`src/rtl/code_lock_tx_pkg.sv`:
```
// Shared definitions for the serial code-lock transmitter: FSM encoding,
// the lock's factory code and width helpers used by the interface and RTL.
package code_lock_tx_pkg;

    typedef logic [2:0] state_t;

    localparam state_t ST_IDLE      = 3'd0;
    localparam state_t ST_SEND      = 3'd1;
    localparam state_t ST_WAIT_RESP = 3'd2;
    localparam state_t ST_GAP       = 3'd3;
    localparam state_t ST_FIN       = 3'd4;

    localparam logic [2:0] DEFAULT_CODE = 3'b010;

    // ATTEMPT must hold 0 (idle) through MAX_RETRY+1 (last attempt).
    function automatic int attempt_width(input int max_retry);
        return $clog2(max_retry + 2);
    endfunction

    function automatic int count_width(input int a, input int b);
        return $clog2(((a > b) ? a : b) + 1);
    endfunction

endpackage

```
`src/rtl/code_lock_tx_if.sv`:
```
// Signal bundle between the keypad/controller + lock side (master) and the
// transmitter (slave).
interface code_lock_tx_if
    import code_lock_tx_pkg::*;
#(
    parameter int CODE_LEN  = 3,
    parameter int MAX_RETRY = 2,
    parameter int ATT_W     = attempt_width(MAX_RETRY)
);

    logic                START;
    logic [CODE_LEN-1:0] CODE;
    logic                LOCK;
    logic                ALARM;
    logic                OUT;
    logic                OUT_EN;
    logic                BUSY;
    logic                DONE;
    logic                FAIL;
    logic [ATT_W-1:0]    ATTEMPT;

    modport master (
        output START, CODE, LOCK, ALARM,
        input  OUT, OUT_EN, BUSY, DONE, FAIL, ATTEMPT
    );

    modport slave (
        input  START, CODE, LOCK, ALARM,
        output OUT, OUT_EN, BUSY, DONE, FAIL, ATTEMPT
    );

endinterface

```
`src/rtl/code_lock_shifter.sv`:
```
// Parallel-load, MSB-first shifter that counts the bits handed to the line
// and flags when the whole code has been emitted.
module code_lock_shifter #(
    parameter int CODE_LEN = 3
) (
    input  logic                clk,
    input  logic                rst_n,
    input  logic                load,
    input  logic                shift,
    input  logic [CODE_LEN-1:0] data,
    output logic                next_bit,
    output logic                last
);

    localparam int BW = $clog2(CODE_LEN + 1);

    logic [CODE_LEN-1:0] sreg;
    logic [BW-1:0]       bits;

    // On load the MSB goes straight to the line, so the register keeps the rest.
    assign next_bit = load ? data[CODE_LEN-1] : sreg[CODE_LEN-1];
    assign last     = (bits == BW'(CODE_LEN));

    always_ff @(posedge clk) begin
        if (!rst_n) begin
            sreg <= '0;
            bits <= '0;
        end else if (load) begin
            sreg <= data << 1;
            bits <= BW'(1);
        end else if (shift) begin
            sreg <= sreg << 1;
            bits <= bits + BW'(1);
        end
    end

endmodule

```
`src/rtl/code_lock_tx.sv`:
```
// Initiator side of the serial code lock: sends the latched code MSB first,
// waits for Lock/Alarm, retries after an idle gap and reports DONE or FAIL.
module code_lock_tx
    import code_lock_tx_pkg::*;
#(
    parameter int CODE_LEN     = 3,
    parameter int RESP_TIMEOUT = 4,
    parameter int GAP_CYCLES   = 2,
    parameter int MAX_RETRY    = 2
) (
    input  logic           CLK,
    input  logic           R,
    code_lock_tx_if.slave  bus
);

    localparam int AW = attempt_width(MAX_RETRY);
    localparam int CW = count_width(RESP_TIMEOUT, GAP_CYCLES);

    localparam logic [CW-1:0] TIMEOUT_LAST = CW'(RESP_TIMEOUT - 1);
    localparam logic [CW-1:0] GAP_LAST     = CW'(GAP_CYCLES - 1);
    localparam logic [AW-1:0] RETRY_LIMIT  = AW'(MAX_RETRY);
    localparam logic [AW-1:0] ATT_ONE      = AW'(1);

    state_t              state;
    logic [CODE_LEN-1:0] code_q;
    logic [CW-1:0]       cnt;
    logic                out_q;
    logic                out_en_q;
    logic                busy_q;
    logic                done_q;
    logic                fail_q;
    logic [AW-1:0]       attempt_q;

    logic                accept;
    logic                gap_end;
    logic                retry_ok;
    logic                load;
    logic                shift;
    logic [CODE_LEN-1:0] load_data;
    logic                next_bit;
    logic                last;

    assign accept    = (state == ST_IDLE) && bus.START;
    assign gap_end   = (state == ST_GAP) && (cnt == GAP_LAST);
    assign retry_ok  = (attempt_q <= RETRY_LIMIT);
    assign load      = accept || (gap_end && retry_ok);
    assign shift     = (state == ST_SEND) && !bus.ALARM && !last;
    // Retries replay the latched copy, never the live keypad code.
    assign load_data = (state == ST_IDLE) ? bus.CODE : code_q;

    code_lock_shifter #(
        .CODE_LEN (CODE_LEN)
    ) u_shifter (
        .clk      (CLK),
        .rst_n    (R),
        .load     (load),
        .shift    (shift),
        .data     (load_data),
        .next_bit (next_bit),
        .last     (last)
    );

    always_ff @(posedge CLK) begin
        if (!R) begin
            state     <= ST_IDLE;
            code_q    <= '0;
            cnt       <= '0;
            out_q     <= 1'b0;
            out_en_q  <= 1'b0;
            busy_q    <= 1'b0;
            done_q    <= 1'b0;
            fail_q    <= 1'b0;
            attempt_q <= '0;
        end else begin
            done_q <= 1'b0;
            fail_q <= 1'b0;
            case (state)
                ST_IDLE: begin
                    if (bus.START) begin
                        state     <= ST_SEND;
                        code_q    <= bus.CODE;
                        out_q     <= next_bit;
                        out_en_q  <= 1'b1;
                        busy_q    <= 1'b1;
                        attempt_q <= ATT_ONE;
                    end
                end
                ST_SEND: begin
                    if (bus.ALARM) begin
                        state    <= ST_GAP;
                        cnt      <= '0;
                        out_q    <= 1'b0;
                        out_en_q <= 1'b0;
                    end else if (last) begin
                        state    <= ST_WAIT_RESP;
                        cnt      <= '0;
                        out_q    <= 1'b0;
                        out_en_q <= 1'b0;
                    end else begin
                        out_q <= next_bit;
                    end
                end
                ST_WAIT_RESP: begin
                    // Alarm wins over a simultaneous Lock.
                    if (bus.ALARM || (!bus.LOCK && cnt == TIMEOUT_LAST)) begin
                        state <= ST_GAP;
                        cnt   <= '0;
                    end else if (bus.LOCK) begin
                        state  <= ST_FIN;
                        done_q <= 1'b1;
                    end else begin
                        cnt <= cnt + CW'(1);
                    end
                end
                ST_GAP: begin
                    if (cnt == GAP_LAST) begin
                        cnt <= '0;
                        if (retry_ok) begin
                            state     <= ST_SEND;
                            out_q     <= next_bit;
                            out_en_q  <= 1'b1;
                            attempt_q <= attempt_q + ATT_ONE;
                        end else begin
                            state  <= ST_FIN;
                            fail_q <= 1'b1;
                        end
                    end else begin
                        cnt <= cnt + CW'(1);
                    end
                end
                ST_FIN: begin
                    state     <= ST_IDLE;
                    busy_q    <= 1'b0;
                    attempt_q <= '0;
                end
                default: begin
                    state    <= ST_IDLE;
                    out_q    <= 1'b0;
                    out_en_q <= 1'b0;
                    busy_q   <= 1'b0;
                end
            endcase
        end
    end

    assign bus.OUT     = out_q;
    assign bus.OUT_EN  = out_en_q;
    assign bus.BUSY    = busy_q;
    assign bus.DONE    = done_q;
    assign bus.FAIL    = fail_q;
    assign bus.ATTEMPT = attempt_q;

endmodule
```
`src/flat_wrapper.sv`:
```
// flat-port wrapper written by rule: the top's interface ports become plain ports
module code_lock_tx_flat import code_lock_tx_pkg::*;
#(
    parameter int CODE_LEN     = 3,
    parameter int RESP_TIMEOUT = 4,
    parameter int GAP_CYCLES   = 2,
    parameter int MAX_RETRY    = 2
)
  (CLK, R, bus_START, bus_CODE, bus_LOCK, bus_ALARM, bus_OUT, bus_OUT_EN, bus_BUSY, bus_DONE, bus_FAIL, bus_ATTEMPT);
  code_lock_tx_if #(.CODE_LEN(CODE_LEN), .MAX_RETRY(MAX_RETRY)) bus_i ();
  input  logic CLK;
  input  logic R;
  input wire logic [$bits(bus_i.START)-1:0] bus_START;
  input wire logic [$bits(bus_i.CODE)-1:0] bus_CODE;
  input wire logic [$bits(bus_i.LOCK)-1:0] bus_LOCK;
  input wire logic [$bits(bus_i.ALARM)-1:0] bus_ALARM;
  output wire logic [$bits(bus_i.OUT)-1:0] bus_OUT;
  output wire logic [$bits(bus_i.OUT_EN)-1:0] bus_OUT_EN;
  output wire logic [$bits(bus_i.BUSY)-1:0] bus_BUSY;
  output wire logic [$bits(bus_i.DONE)-1:0] bus_DONE;
  output wire logic [$bits(bus_i.FAIL)-1:0] bus_FAIL;
  output wire logic [$bits(bus_i.ATTEMPT)-1:0] bus_ATTEMPT;
  assign bus_i.START = bus_START;
  assign bus_i.CODE = bus_CODE;
  assign bus_i.LOCK = bus_LOCK;
  assign bus_i.ALARM = bus_ALARM;
  assign bus_OUT = bus_i.OUT;
  assign bus_OUT_EN = bus_i.OUT_EN;
  assign bus_BUSY = bus_i.BUSY;
  assign bus_DONE = bus_i.DONE;
  assign bus_FAIL = bus_i.FAIL;
  assign bus_ATTEMPT = bus_i.ATTEMPT;
  code_lock_tx #(.CODE_LEN(CODE_LEN), .RESP_TIMEOUT(RESP_TIMEOUT), .GAP_CYCLES(GAP_CYCLES), .MAX_RETRY(MAX_RETRY)) u_core (.CLK(CLK), .R(R), .bus(bus_i));
endmodule
```
`config.mk`:
```
export PLATFORM = sky130hd
export DESIGN_NAME = code_lock_tx_flat
export DESIGN_NICKNAME = d
export VERILOG_FILES = /design/src/rtl/code_lock_tx_pkg.sv /design/src/rtl/code_lock_tx_if.sv /design/src/rtl/code_lock_shifter.sv /design/src/rtl/code_lock_tx.sv /design/src/flat_wrapper.sv
export SDC_FILE = /design/constraint.sdc
export NUM_CORES = 1
export LEC_CHECK = 0
export BUFFER_PORTS_ARGS = -buffer_cell sky130_fd_sc_hd__buf_2
export CAP_MARGIN = 10
export CORE_MARGIN = 4
export CORE_UTILIZATION = 56
export DETAILED_ROUTE_END_ITERATION = 8
export PLACE_DENSITY_LB_ADDON = 0.12
export SLEW_MARGIN = 20
export SYNTH_ARGS = -nofsm -noshare
export SYNTH_HDL_FRONTEND = slang
export SYNTH_HIERARCHICAL = 1
export SYNTH_SLANG_ARGS = --single-unit
```
`constraint.sdc`:
```
create_clock -name CLK -period 2.4 [get_ports CLK]
set_clock_uncertainty 0.2 [all_clocks]
set_input_delay 0.12 -clock CLK [delete_from_list [all_inputs] [get_ports CLK]]
set_output_delay 0.12 -clock CLK [all_outputs]
set_load 0.02 [all_outputs]
```
# ---- Word-level counts from Yosys, hierarchy flattened
# Cells that the tools add are included.
dict set report totals {
  ff_bits 20
  in_bits 8
  word_cells 99
}
dict set report classes {
  addsub 3
  n_lt_le_gt_ge 1
  eq_ne 13
  n_mux 39
  bitwise 4
  reduce_logical 27
}
# cell n
set op_table {}
lappend op_table {{3-bit 2-to-1 mux} 15}
lappend op_table {{1-bit 2-to-1 mux} 15}
lappend op_table {{3-bit one-hot mux with 4 select lines} 1}
lappend op_table {{4-bit AND reduction} 3}
lappend op_table {{3-bit by 2-bit == test with 1-bit output, second input constant} 3}
lappend op_table {{3-bit by 2-bit inequality test with 1-bit output, second input constant} 3}
lappend op_table {{3-bit one-hot mux with 3 select lines} 1}
lappend op_table {{1-bit one-hot mux with 4 select lines} 2}
lappend op_table {{3-bit by 1-bit == test with 1-bit output, second input constant} 2}
lappend op_table {{1-bit logical AND} 6}
lappend op_table {{2-bit 2-to-1 mux} 3}
lappend op_table {{2-bit one-hot mux with 3 select lines} 1}
lappend op_table {{3-bit AND reduction} 2}
lappend op_table {{3-bit nonzero test} 2}
lappend op_table {{3-bit OR reduction} 2}
lappend op_table {{5-bit AND reduction} 1}
lappend op_table {{2-bit by 1-bit adder with 2-bit output, second input constant} 2}
lappend op_table {{2-bit inequality test, second input constant} 2}
lappend op_table {{1-bit inverter} 4}
lappend op_table {{2-bit AND reduction} 2}
lappend op_table {{2-bit OR reduction} 2}
lappend op_table {{3-bit by 1-bit adder with 3-bit output, second input constant} 1}
lappend op_table {{3-bit == test, second input constant} 1}
lappend op_table {{1-bit logical NOT} 3}
lappend op_table {{7 further kinds} 8}

# ---- Logic depth before layout (Yosys ltp)
dict set report logic_depth {
  ltp_word 8
  mapped_depth 7
  mapped_depth_nobuf 7
}

# ---- By module
# Netlist, hierarchy kept.
# mod n_inst cells_per_inst area_each_um2 seq_area_each_um2
set modules_own_cells {}
lappend modules_own_cells {code_lock_tx 1 117 988.4 320.3}
lappend modules_own_cells {code_lock_shifter 1 16 185.2 80.1}

# ---- Worst setup path before layout
# Ideal clock, no wire load.
dict set report synth_timing {
  path_kind {reg-to-reg}
  from {reg u_core.state[2]}
  to {reg u_core.out_q (netlist: u_core/bus.OUT)}
  t_arrival_ns 1.717
  slack_ns 0.359
  stages_incl_launch_ff 7
  n_path_buf 1
  path_cell_list {dfxtp_1 > buf_6 > nand3b_1 > o31ai_1 > mux2_2 > nand2_1 > mux2i_1}
}
dict set report synth_via {
  elab_chain_cells 8
}
# item line_no
set synth_lines {}
lappend synth_lines {{from (decl)} code_lock_tx.sv:24} ;# state_t state;
lappend synth_lines {{from (signal assigned)} code_lock_tx.sv:65} ;# state <= ST_IDLE;
lappend synth_lines {{from (signal assigned)} code_lock_tx.sv:80} ;# state <= ST_SEND;
lappend synth_lines {{from (signal assigned)} code_lock_tx.sv:90} ;# state <= ST_GAP;
lappend synth_lines {{3-bit by 2-bit == test with 1-bit output} code_lock_tx.sv:44} ;# assign gap_end = (state == ST_GAP) && (cnt == GAP_LAST);
lappend synth_lines {{1-bit logical AND} code_lock_tx.sv:44}
lappend synth_lines {{1-bit logical AND} code_lock_tx.sv:46} ;# assign load = accept || (gap_end && retry_ok);
lappend synth_lines {{1-bit logical OR (*)} code_lock_tx.sv:46}
lappend synth_lines {{named net u_core.load} code_lock_tx.sv:37} ;# logic load;
lappend synth_lines {{1-bit 2-to-1 mux (*)} code_lock_shifter.sv:21} ;# assign next_bit = load ? data[CODE_LEN-1] : sreg[CODE_LEN-1];
lappend synth_lines {{named net u_core.next_bit} code_lock_tx.sv:40} ;# logic next_bit;
lappend synth_lines {{1-bit 2-to-1 mux, on equally long branches} {code_lock_tx.sv:118, code_lock_tx.sv:94}}
lappend synth_lines {{1-bit 2-to-1 mux, on equally long branches} {code_lock_tx.sv:116, code_lock_tx.sv:89}}
lappend synth_lines {{1-bit one-hot mux with 4 select lines (*)} code_lock_tx.sv:77} ;# case (state)
lappend synth_lines {{to (signal assigned)} code_lock_tx.sv:82} ;# out_q <= next_bit;
lappend synth_lines {{to (signal assigned)} code_lock_tx.sv:100} ;# out_q <= next_bit;
lappend synth_lines {{to (signal assigned)} code_lock_tx.sv:120} ;# out_q <= next_bit;
lappend synth_lines {{to (decl)} code_lock_tx.sv:27} ;# logic out_q;
# The timed path passes the listed nets; every way through them passes the cells marked *. The select of a mux whose other input is x is not followed.
# A chain may end at the register's enable or synchronous reset.

# ---- Final worst setup path
dict set report layout_timing {
  from {reg u_core.state[1]}
  to {reg u_core.done_q (netlist: u_core/bus.DONE)}
}
dict set report layout_via {
  elab_chain_cells 3
}
# item line_no
set layout_lines {}
lappend layout_lines {{3-bit by 2-bit == test with 1-bit output} code_lock_tx.sv:77}
lappend layout_lines {{1-bit inverter (no line)} --}
lappend layout_lines {{3-bit OR reduction (no line)} --}
lappend layout_lines {{to (signal assigned)} code_lock_tx.sv:71} ;# done_q <= 1'b0;
lappend layout_lines {{to (signal assigned)} code_lock_tx.sv:75} ;# done_q <= 1'b0;
lappend layout_lines {{to (signal assigned)} code_lock_tx.sv:110} ;# done_q <= 1'b1;
lappend layout_lines {{to (decl)} code_lock_tx.sv:30} ;# logic done_q;
# No other way between the ends.

==> results.sh <==
export IMPL_status="finished, final reports clean"
export IMPL_period_needed_ns=2.08
export IMPL_reg2reg_slack_ns=0.32
export IMPL_cts_sinks=20
export IMPL_synth_top_family_by_area="simple AND/OR/NAND/NOR gates"
export IMPL_relSlewSlack_pct=68.1
export IMPL_path_buf_inv=1
export IMPL_drv_cap=0
export IMPL_area_growth_pct=20.0
export IMPL_synth_adder_area_share_pct=5.33
export IMPL_synth_ff_type="dfxtp_1"
export IMPL_wl_microns=2450
export IMPL_fin_ws_ns=0.323
export IMPL_syn_inst=133
export IMPL_drtPass1Iterations=4
export IMPL_clk_latency_ns=0.30
export IMPL_stdcell_area_sq_mm=0.00141
export IMPL_startpoint_type="flip-flop"
export IMPL_clk_path_buf_depth=2
export IMPL_worst_ep_arrival_time_ns=2.13
export IMPL_end_kind="flip-flop"
export IMPL_portBuffers=14
export IMPL_yosys_area_top_type_share_pct=34.1
export IMPL_rows=16
export IMPL_track_usage_pct=19.2
export IMPL_detailroute_via_count=1053
export IMPL_antenna_cells=0
export IMPL_tns_ns=0
export IMPL_slew_viol_final=0
export IMPL_p_total_uw=753
export IMPL_synth_cell_area_sq_mm=0.00117
export IMPL_clock_fmax_mhz=481
export IMPL_cts_tree="done"
export IMPL_grt_overflow_total=0
export IMPL_worstMarginPinSlew_ns=0.478
export IMPL_p_per_area_mw_per_mm2=535
export IMPL_grt_pass1_vias=960
export IMPL_nets=173
export IMPL_hpwl_microns=1740
export IMPL_min_path_type="input port to flip-flop"
export IMPL_place_area_sq_mm=0.00128
export IMPL_async_reset_ff_share_pct=0
export IMPL_cp_data_required_time_ns=2.45
export IMPL_clk_pin_slew_ns=0.11
export IMPL_setup_viol=0
export IMPL_synth_top_cells_by_area="dfxtp_1, ha_1, mux2_2"
export IMPL_path_max_fanout=16
export IMPL_coreArea_sq_mm=0.00198
export IMPL_die_h_microns=53.8
export IMPL_synth_top_cell_by_area="dfxtp_1"
export IMPL_rsz0062_at_grt="false"
export IMPL_seq_area_frac_synth_pct=34.1
export IMPL_die_w_microns=53.8
export IMPL_drtIter0Drc=19
export IMPL_gp_congestion=0.807
export IMPL_htree_levels=1
export IMPL_dp_slack_ns=0.428
export IMPL_critPathMaxStageDelay_ns=0.64
export IMPL_synth_compound_area_share_pct=22.9
export IMPL_cp_top_family="flip-flops"
export IMPL_ys_ff_latch=20
export IMPL_post_synth_and_or_nand_nor_area_fraction_pct=24.8
export IMPL_critPathKind="flip-flop to flip-flop"
export IMPL_cts_buffers=3
export IMPL_clock_root_buffer="clkbuf_4"
export IMPL_synth_avg_cell_area_sq_um=8.82
export IMPL_ir_drop_v=0.000528
export IMPL_muxShareOfSynthArea_pct=7.36
export IMPL_whs_ns=0.0111
export IMPL_leakagePower_nw=0.593
export IMPL_ys_types=43
export IMPL_crit_chain="or4b_4, nor2_1, dlygate4sd3_1"
export IMPL_grt_max_degree=22
export IMPL_ys_warn_count=6
export IMPL_initial_core_util_pct=59.2
export IMPL_wl_per_cell_microns=13.2
export IMPL_route_detailed_drc=0
export IMPL_cts_resized=0
export IMPL_fin_crit_sh_pct=86.5
export IMPL_io_pins=15
export IMPL_slowest_stage="dfxtp_1"
export IMPL_die_area_sq_mm=0.00289
export IMPL_synth_xor_area_share_pct=0.746
export IMPL_hold_viol_final=0
export IMPL_synth_nets=146
export IMPL_grt_pass1_wl_microns=4070
export IMPL_drive_gt1_share_pct=22.0
export IMPL_synth_edff_count=0
export IMPL_antenna_found_initial=0
export IMPL_vias_per_cell=5.66
export IMPL_ant_nets=0
stage by stage:
| step | cells | utilization, % |
|---|---|---|
| after global placement | 173 | 64.7 |
| after detailed placement | 173 | 64.7 |
| after global routing | 186 | 71.1 |
| final | 186 | 71.1 |
| after floorplan | 133 | - |
| after CTS | 186 | 71.1 |
layout by cell type (no fill, tap or decap), types with 2 or more instances in the layout:
| cell type | netlist | layout |
|---|---|---|
| dfxtp_1 | 20 | 20 |
| buf_2 | 2 | 14 |
| nand2_1 | 13 | 13 |
| dlygate4sd3_1 | 0 | 9 |
| nand2b_1 | 7 | 7 |
| o21ai_0 | 7 | 7 |
| a21boi_0 | 7 | 7 |
| inv_1 | 6 | 6 |
| mux2_2 | 5 | 5 |
| nor2b_1 | 5 | 5 |
| ha_1 | 5 | 5 |
| buf_4 | 0 | 5 |
| nor2_1 | 4 | 4 |
| a21oi_1 | 4 | 4 |
| o21a_1 | 4 | 4 |
| clkbuf_4 | 0 | 3 |
| nor3_1 | 3 | 3 |
| or2_2 | 3 | 3 |
| nand3_1 | 3 | 3 |
| mux2i_1 | 3 | 3 |
| nand3b_1 | 2 | 2 |
| nor3b_1 | 2 | 2 |
| nand4b_1 | 2 | 2 |
| o211a_1 | 2 | 2 |
final timing paths:
path,cells past startpoint,to,start
worst max-delay path,3,u_core/bus.DONE$_SDFF_PP0_,u_core/state[1]$_SDFFE_PN0P_
worst min-delay path,2,u_core/state[1]$_SDFFE_PN0P_,R
worst max register to register,3,u_core/bus.DONE$_SDFF_PP0_,u_core/state[1]$_SDFFE_PN0P_
worst min register to register,2,u_core/bus.OUT$_SDFFE_PN0P_,u_core/bus.OUT$_SDFFE_PN0P_
cell usage after synthesis (2+ instances only):
library cell and n:
or2_2 3, nand3_1 3, nand2_1 13, nor2_1 4
o21a_1 4, a21boi_0 7, nand3b_1 2, ha_1 5
buf_2 2, nor3_1 3, nor3b_1 2, mux2i_1 3
o211a_1 2, nor2b_1 5, clkbuf_1 3, a21oi_1 4
nand4b_1 2, dfxtp_1 20, mux2_2 5, nand2b_1 7
o21ai_0 7, inv_1 6
logic make-up (layout without fill, tap and decap cells):
logic type,Yosys count,after routing
multiplexers,8,8
XOR/XNOR,1,1
adder cells (fa/ha/maj),5,5
buffers and inverters,12,38
AND/OR/NAND/NOR,50,50
AO/OA/AOI/OAI,37,37
flip-flops,20,20
power by group:
group | total (mW) | internal (mW) | switching (mW)
logic | 0.185 | 0.0911 | 0.0935
clock network | 0.194 | 0.0925 | 0.102
registers | 0.375 | 0.354 | 0.0202
state kept, by name (all words and copies together), names as in the netlist, 2 cells and up:
signal,flops
u_core/cnt,3
u_core/code_q,3
u_core/state,3
u_core/bus.ATTEMPT,2
u_core/u_shifter/bits,2
u_core/u_shifter/sreg,2
area by class of cell:
cell class / count / area (sq um)
sequential: 20 / 400
multi-input combinational: 101 / 718
fill: 150 / 573
inverter: 6 / 22.5
clock buffer: 4 / 36.3
tap: 27 / 33.8
timing repair buffer: 28 / 198
metal layers:
| metal | track usage, % | up-vias | wire [microns] |
|---|---|---|---|
| met2 | 29.4 | 26 | 1170 |
| li1 | - | 530 | - |
| met4 | 8.94 | 0 | 21 |
| met5 | 0 | - | 0 |
| met1 | 26.5 | 495 | 1170 |
| met3 | 2.49 | 2 | 91 |
what timing repair did:
action | in CTS | in global routing
hold buffers | 9 | 0
hold endpoints to repair | 4 | 0
buffers inserted | 0 | 0
Power figures use the tool's default switching activity.
